==> src/rtl/serial_comparator_pkg.sv <==
// Shared types and helpers for the serial magnitude/equality comparator.
// State encoding plus the chunk-count helper used to size the scan.
package serial_comparator_pkg;

  typedef enum logic [1:0] {
    IDLE = 2'd0,
    BUSY = 2'd1,
    DONE = 2'd2
  } state_t;

  function automatic int calc_nchunk(input int width, input int chunk);
    return width / chunk;
  endfunction

endpackage

==> src/rtl/chunk_compare.sv <==
// One-chunk unsigned compare with optional MSB flip for signed top chunk.
// Flipping the sign bit maps two's-complement order onto unsigned order.
module chunk_compare #(
  parameter int CHUNK = 8
) (
  input  logic [CHUNK-1:0] a,
  input  logic [CHUNK-1:0] b,
  input  logic             invert_msb,
  output logic             neq,
  output logic             lt
);

  logic [CHUNK-1:0] msb_mask;
  logic [CHUNK-1:0] a_x;
  logic [CHUNK-1:0] b_x;

  assign msb_mask = CHUNK'(invert_msb) << (CHUNK - 1);
  assign a_x      = a ^ msb_mask;
  assign b_x      = b ^ msb_mask;
  assign neq      = (a_x != b_x);
  assign lt       = (a_x < b_x);

endmodule

==> src/rtl/serial_comparator.sv <==
// Multi-cycle comparator: scans CHUNK bits per cycle, MSB chunk first.
// SERIAL_COMPARATOR_EARLY_EXIT_EN: stop at first differing chunk.
module serial_comparator
  import serial_comparator_pkg::*;
#(
  parameter int WIDTH = 32,
  parameter int CHUNK = 8
) (
  input  logic             clock,
  input  logic             reset,
  input  logic             in_valid,
  output logic             in_ready,
  input  logic [WIDTH-1:0] data_operandA,
  input  logic [WIDTH-1:0] data_operandB,
  input  logic             ctrl_signed,
  output logic             out_valid,
  input  logic             out_ready,
  output logic             isNotEqual,
  output logic             isLessThan
);

  localparam int NCHUNK = calc_nchunk(WIDTH, CHUNK);
  localparam int IDXW   = (NCHUNK > 1) ? $clog2(NCHUNK) : 1;
  localparam logic [IDXW-1:0] IDX_TOP = IDXW'(NCHUNK - 1);

  state_t           state_q;
  state_t           state_d;
  logic [WIDTH-1:0] op_a;
  logic [WIDTH-1:0] op_b;
  logic             sgn;
  logic [IDXW-1:0]  idx;
  logic [CHUNK-1:0] cur_a;
  logic [CHUNK-1:0] cur_b;
  logic             c_neq;
  logic             c_lt;
  logic             msb_sel;
  logic             accept;
  logic             last;
  logic             finish;
`ifndef SERIAL_COMPARATOR_EARLY_EXIT_EN
  logic             decided;
`endif

  assign in_ready = (state_q == IDLE) && !reset;
  assign accept   = in_valid && in_ready;
  assign last     = (idx == '0);
  assign msb_sel  = sgn && (idx == IDX_TOP);

`ifdef SERIAL_COMPARATOR_EARLY_EXIT_EN
  assign finish = c_neq || last;
`else
  assign finish = last;
`endif

  // Select the chunk under inspection this cycle.
  always_comb begin
    cur_a = op_a[int'(idx)*CHUNK +: CHUNK];
    cur_b = op_b[int'(idx)*CHUNK +: CHUNK];
  end

  chunk_compare #(
    .CHUNK(CHUNK)
  ) u_cmp (
    .a          (cur_a),
    .b          (cur_b),
    .invert_msb (msb_sel),
    .neq        (c_neq),
    .lt         (c_lt)
  );

  // State register.
  always_ff @(posedge clock or posedge reset) begin
    if (reset) state_q <= IDLE;
    else       state_q <= state_d;
  end

  // Next-state logic.
  always_comb begin
    state_d = state_q;
    unique case (state_q)
      IDLE:    if (accept) state_d = BUSY;
      BUSY:    if (finish) state_d = DONE;
      DONE:    if (out_valid && out_ready) state_d = IDLE;
      default: state_d = IDLE;
    endcase
  end

  // Operand capture, chunk index and result flags.
  always_ff @(posedge clock or posedge reset) begin
    if (reset) begin
      op_a       <= '0;
      op_b       <= '0;
      sgn        <= 1'b0;
      idx        <= '0;
      isNotEqual <= 1'b0;
      isLessThan <= 1'b0;
`ifndef SERIAL_COMPARATOR_EARLY_EXIT_EN
      decided    <= 1'b0;
`endif
    end else if (accept) begin
      op_a       <= data_operandA;
      op_b       <= data_operandB;
      sgn        <= ctrl_signed;
      idx        <= IDX_TOP;
      isNotEqual <= 1'b0;
      isLessThan <= 1'b0;
`ifndef SERIAL_COMPARATOR_EARLY_EXIT_EN
      decided    <= 1'b0;
`endif
    end else if (state_q == BUSY) begin
      if (!last) idx <= idx - 1'b1;
`ifdef SERIAL_COMPARATOR_EARLY_EXIT_EN
      if (c_neq) begin
        isNotEqual <= 1'b1;
        isLessThan <= c_lt;
      end
`else
      if (c_neq && !decided) begin
        isNotEqual <= 1'b1;
        isLessThan <= c_lt;
        decided    <= 1'b1;
      end
`endif
    end
  end

  // Result valid rises one cycle into DONE, drops on handshake.
  always_ff @(posedge clock or posedge reset) begin
    if (reset)                 out_valid <= 1'b0;
    else if (state_q == DONE)  out_valid <= !(out_valid && out_ready);
    else                       out_valid <= 1'b0;
  end

endmodule
==> config.mk <==
export PLATFORM = sky130hd
export DESIGN_NAME = serial_comparator
export DESIGN_NICKNAME = d
export VERILOG_FILES = /design/src/rtl/serial_comparator_pkg.sv /design/src/rtl/chunk_compare.sv /design/src/rtl/serial_comparator.sv
export SDC_FILE = /design/constraint.sdc
export NUM_CORES = 1
export LEC_CHECK = 0
export BUFFER_PORTS_ARGS = -buffer_cell sky130_fd_sc_hd__buf_2
export CAP_MARGIN = 20
export CORE_UTILIZATION = 50
export DETAILED_ROUTE_END_ITERATION = 16
export PLACE_DENSITY = 0.74
export SLEW_MARGIN = 30
export SYNTH_ARGS = -nofsm -noshare
export SYNTH_HDL_FRONTEND = slang
export SYNTH_SLANG_ARGS = --single-unit
==> constraint.sdc <==
create_clock -name clock -period 4.2 [get_ports clock]
set_input_delay 0.84 -clock clock [delete_from_list [all_inputs] [get_ports clock]]
set_output_delay 0.84 -clock clock [all_outputs]
set_load 0.005 [all_outputs]
==> results of run 1 <==
==> state kept, by name, summed over array words and instances, names as in the netlist <==
signal / count
isLessThan: 1
state_q: 2
op_b: 32
sgn: 1
op_a: 32
idx: 2
decided: 1
out_valid: 1
==> final cells by class <==
cell class	count	share of cell area, %
well taps	77	2.42
clock inverters	5	2.61
inverters	12	1.20
repair buffers	74	9.44
multi-input cells	249	35.4
clock buffers	11	3.56
flip-flops and latches	72	45.3
==> power groups by stage <==
stage | Combinational, W | Clock, W | Sequential (W)
2_1_floorplan | 0.00102 | 0 | 0.00115
3_3_place_gp | 0.00112 | 0 | 0.00127
3_5_place_dp | 0.00118 | 0 | 0.00128
4_1_cts | 0.00119 | 0.000670 | 0.00127
5_1_grt | 0.00135 | 0.000703 | 0.00131
6_report | 0.00117 | 0.000668 | 0.00127
==> cell usage in the layout (no fill, tap or decap) <==
cell,count
ha_1,10
nand3b_1,1
buf_2,72
clkinv_2,1
dfrtp_1,72
xor2_1,1
nand2_4,1
or3_1,1
bufinv_16,3
xnor2_1,2
nand3_1,1
nor2b_1,1
o2111ai_1,1
clkinv_4,1
nand4_1,2
nor2_1,1
clkbuf_8,10
and2_4,1
inv_1,11
nand2_1,199
a21oi_1,3
a211oi_1,2
a31o_2,1
o21ai_0,1
nor3_4,1
o21ai_1,1
mux4_2,16
clkbuf_1,1
buf_4,2
inv_4,1
o211ai_1,2
==> path summary, 6_finish.rpt <==
path | start | slack [ps] | to
max in group asynchronous | reset | 2880 | op_a[8]$_DFFE_PP0P_
worst min-delay path | out_valid$_DFF_PP0_ | 470 | out_valid$_DFF_PP0_
min in group asynchronous | reset | 600 | op_b[31]$_DFFE_PP0P_
worst max register to register | idx[0]$_DFFE_PP0P_ | 1350 | isLessThan$_DFFE_PP0P_
worst min register to register | out_valid$_DFF_PP0_ | 470 | out_valid$_DFF_PP0_
worst max-delay path | idx[0]$_DFFE_PP0P_ | 1350 | isLessThan$_DFFE_PP0P_
==> critical path, delay by kind of cell, from the launching register on <==
kind,cells,cell delay (ps)
AO/OA/AOI/OAI,2,330
XOR/XNOR,1,150
adder cells (fa/ha/maj),1,310
buffers and inverters,1,310
flip-flops,1,630
multiplexers,1,530
AND/OR/NAND/NOR,2,520
==> kinds of logic (layout without fill, tap and decap cells) <==
| logic type | Yosys count | after routing | share of synthesized area, % |
|---|---|---|---|
| and+or+nand+nor | 209 | 209 | 24.2 |
| DFF | 72 | 72 | 53.2 |
| buffers and inverters | 30 | 102 | 5.32 |
| muxes | 16 | 16 | 10.6 |
| AOI/OAI and AO/OA | 11 | 11 | 2.14 |
| adders and majority gates | 10 | 10 | 3.70 |
| xor gates and xnor gates | 3 | 3 | 0.776 |
==> routing by layer <==
metal	GRT usage, %	wire (um)	vias up	share of wire, %
met2	35.0	3540	67	51
li1	-	-	1256	-
met4	11.8	169	0	2.4
met5	0	0	-	0
met3	4.03	272	17	3.9
met1	29.4	3000	1234	43
==> synthesized netlist by cell type (2+ instances only) <==
cell type	instances	area share, %
inv_1	12	1.3
dfrtp_1	72	53
mux4_2	16	11
clkbuf_1	4	0.44
a21oi_1	3	0.44
o211ai_1	2	0.44
ha_1	10	3.7
buf_2	6	0.89
buf_6	8	2.7
a211oi_1	2	0.44
nand4_1	2	0.37
xnor2_1	2	0.52
nand2_1	199	22
==> stage by stage <==
stage          instances  cell area, sq um
2_1_floorplan        351              3380
3_3_place_gp         484              3720
3_5_place_dp         484              3730
4_1_cts              500              3980
5_1_grt              500              3980
6_report             500              3980
==> flow_summary.toml, run 1 <==
[run_status]
status = "finished with violations"
violations = "DRC"

[clock_tree]
cts_tree = "built"
cts_resized = 0
post-cts-setup-buffer-count = 0
cts_buffers = 9
htreeDepth = 3
clk_pin_slew_ps = 70
cts_hold_buffers = 0
clockRootBuffer = "clkbuf_8"
clk_latency_ps = 350
clock_path_buffers = 2
cts_sinks = 72

[sta]
post-route-min-period_ps = 2850
whs_ps = 468
post-route-period-util_pct = 68.0
finClkSkew_ps = 15.6
slew_violations = 0
relSlewSlack_pct = 44.9
fin_ws_ps = 1350
setup_violations = 0
max_freq_mhz = 350
setup_tns_ps = 0
worst_pin_slew_ps = 826
rsz0062_at_grt = "false"
hold_viol = 0

[finish]
num_antenna_cells = 0
final_util_pct = 61.5
seqCellArea_sq_um = 1800
num-fill-cells = 554
drive_above_1_share_pct = 26.0
syn2layout_area_growth_pct = 17.4
multi_input_area_sq_um = 1410
final_net_count = 497

[power_and_ir_drop]
ir_drop_mv = 0.360
p_total_w = 0.00312
pwr-share-seq_pct = 40.9
power_frac_comb_pct = 37.7
internal_power_w = 0.00202
p_sw_w = 0.00110
leakagePower_nw = 2.16
p_per_area_nw_per_um2 = 784
p_clk_share_pct = 21.4
swShare_pct = 35.2

[detailed_routing]
post_drt_via_cell_ratio = 5.15
wl_um = 6980
detail-route-antenna-nets = 0
firstDrtPassIters = 11
wire_per_inst_um = 14.0
drc = 6
drt-initial-drc-count = 135
dr_total_vias = 2574

[critical_path]
cp_cell_sequence = "buf_4 -> mux4_2 -> xnor2_1 -> ha_1 -> nand4_1 -> o2111ai_1 -> or3_1 -> o21ai_1"
critical_path.max_stage_delay_ps = 630
start_kind = "flip-flop"
worst_ep_arrival_time_ps = 3130
path_class = "reg2reg"
critical-path-slowest-cell = "dfrtp_1"
end_kind = "flip-flop"
cp_max_fo = 11
r2r_cells = 8
required_ps = 4470

[floorplanning]
core_area_sq_um = 6460
ios = 73
rows = 29
die_h_um = 84.3
die_w_um = 84.3
start_util_pct = 52.4
dieArea_sq_um = 7100

[global_routing]
grt_usage_pct = 22.1
grt_pass1_wl_um = 11900
grt_pass1_vias = 2582
grt_max_degree = 70
grt_overflow = 0
antenna_found_initial = 0

[flow_run]
maxCapViolCount = 0

[synth]
synth_edf_count = 0
synth_nets = 430
avgSynthCellArea_sq_um = 9.64
synth_seq_cells = 72
async_flop_share_pct = 100
syn_inst = 351
synth_warnings = 0
synth_flop_cell = "dfrtp_1"
yosysUniqueCellTypes = 26
synthesis.area_sq_um = 3380
ys_seq_area_share_pct = 53.2

[placed_design]
detailed_place_hpwl_um = 4820
port_buffers = 72
gp_congestion = 0.829
pre_cts_slack_ps = 1320

[min_path]
hold_path_depth = 1
hold_class = "reg2reg"
(Power assumes the default switching activity.)
==> inputs of run 2 (changes only) <==
==> constraint.sdc (replaced) <==
create_clock -name clock -period 2.7 [get_ports clock]
set_input_delay 0.54 -clock clock [delete_from_list [all_inputs] [get_ports clock]]
set_output_delay 0.54 -clock clock [all_outputs]
set_load 0.005 [all_outputs]
==> run 2 against run 1 <==
  * The run still ends with DRC left
  * Maximum frequency rose by 13%
  * Via count rose by 1.4%
  * First-iteration DRC count rose by 1.5%
  * Combinational power rose by 69%
  * Clock power rose by 30%
  * Non-clock buffer count rose by 7
  * Sequential power rose by 54%
  * Die area did not move
  * Setup slack got worse by 1200 ps
==> flow_summary.toml, run 2 (synthesized netlist as in run 1, its figures left out) <==
[run_status]
status = "finished with violations"
violations = "DRC"

[critical_path]
r2r-start = "idx[0]$_DFFE_PP0P_"
cp_max_fo = 10
end_kind = "flip-flop"
crit_start = "idx[0]$_DFFE_PP0P_"
path_class = "reg2reg"
start_kind = "flip-flop"
required_ps = 2980
worst_ep_arrival_time_ps = 2800
r2r_slack_ps = 180

[global_routing]
antenna_found_initial = 0
grt_usage_pct = 23.1
grt_pass1_vias = 2719
grt_max_degree = 39
grt_pass1_wl_um = 12400
grt_overflow = 0

[clock_tree]
cts_resized = 0
clockRootBuffer = "clkbuf_8"
cts_sinks = 72
post-cts-setup-buffer-count = 0
clk_latency_ps = 360
cts_tree = "built"
clk_pin_slew_ps = 80
htreeDepth = 3
clock_path_buffers = 2
cts_buffers = 9
cts_hold_buffers = 0

[detailed_routing]
dr_total_vias = 2610
post_drt_via_cell_ratio = 5.15
firstDrtPassIters = 10
wl_um = 7380
drt-initial-drc-count = 137
drc = 6
wire_per_inst_um = 14.6
detail-route-antenna-nets = 0

[sta]
fin_ws_ps = 179
post-route-min-period_ps = 2520
post-route-period-util_pct = 93.4
rsz0062_at_grt = "false"
hold_viol = 0
relSlewSlack_pct = 47.6
slew_violations = 0
finClkSkew_ps = 7.05
max_freq_mhz = 397
worst_pin_slew_ps = 784
setup_violations = 0
setup_tns_ps = 0

[finish]
layout_common_cells = "nand2_1, dfrtp_1, buf_2"
reg_top3 = "op_a x32, op_b x32"
final_common_cell = "nand2_1"
multi_input_area_sq_um = 1400
final_cells = 507
syn2layout_area_growth_pct = 17.9
num_antenna_cells = 0
final_net_count = 504
seqCellArea_sq_um = 1800
num-fill-cells = 555
drive_above_1_share_pct = 27.4

[floorplanning]
core_area_sq_um = 6460
die_h_um = 84.3
dieArea_sq_um = 7100
die_w_um = 84.3
start_util_pct = 52.4
rows = 29
ios = 73

[power_and_ir_drop]
p_per_area_nw_per_um2 = 1210
leakagePower_nw = 2.17
ir_drop_mv = 0.596
p_total_w = 0.00481

[min_path]
hold_class = "in2async"

[placed_design]
gp_congestion = 0.842
dp_cells = 491
detailed_place_hpwl_um = 5500
port_buffers = 72
pre_cts_slack_ps = 235

[flow_run]
maxCapViolCount = 0
==> run 2: worst paths after layout <==
kind,endpoint,cells after the start
setup reg to reg,isLessThan$_DFFE_PP0P_,7
min in group clock,op_a[30]$_DFFE_PP0P_,3
hold reg to reg,op_a[27]$_DFFE_PP0P_,2
setup / recovery,isLessThan$_DFFE_PP0P_,7
hold / removal,state_q[1]$_DFFE_PP0P_,2
max in group asynchronous,op_b[14]$_DFFE_PP0P_,3
==> run 2: where the power goes <==
| part | switching, W | total (W) | leakage [nW] | internal, W |
|---|---|---|---|---|
| sequential | 0.000372 | 0.00196 | 0.893 | 0.00159 |
| clock | 0.000416 | 0.000870 | 0.0989 | 0.000454 |
| combinational | 0.00101 | 0.00198 | 1.18 | 0.000974 |
==> run 2: layout make-up <==
type / count / share of cell area (%)
clock inverters: 6 / 1.69
flip-flops and latches: 72 / 45.1
repair buffers: 81 / 11.0
inverters: 12 / 1.13
clock buffers: 10 / 3.45
well taps: 77 / 2.41
multi-input cells: 249 / 35.1
==> run 2: metal layers <==
| layer | track usage, % | vias up | share of wire, % |
|---|---|---|---|
| li1 | - | 1261 | - |
| met1 | 27.1 | 1254 | 41 |
| met2 | 41.0 | 80 | 52 |
| met3 | 5.90 | 15 | 5.1 |
| met4 | 8.78 | 0 | 2.0 |
| met5 | 0 | - | 0 |
==> run 2: worst max-delay path, cell delays in order, from the launching register on <==
cell       delay, ps
dfrtp_1          440
buf_4            250
mux4_2           520
ha_1             330
nand4_1          150
o2111ai_1        230
or3_1            390
o21ai_1          130
==> run 2: per-stage QoR <==
| stage | util (%) | area [sq um] | hold slack [ps] |
|---|---|---|---|
| after floorplan | - | 3380 | 440 |
| after global placement | 58.6 | 3790 | 458 |
| after detailed placement | 58.6 | 3790 | 458 |
| after CTS | 61.8 | 3990 | 355 |
| after global routing | 61.8 | 3990 | 363 |
| final | 61.8 | 3990 | 356 |
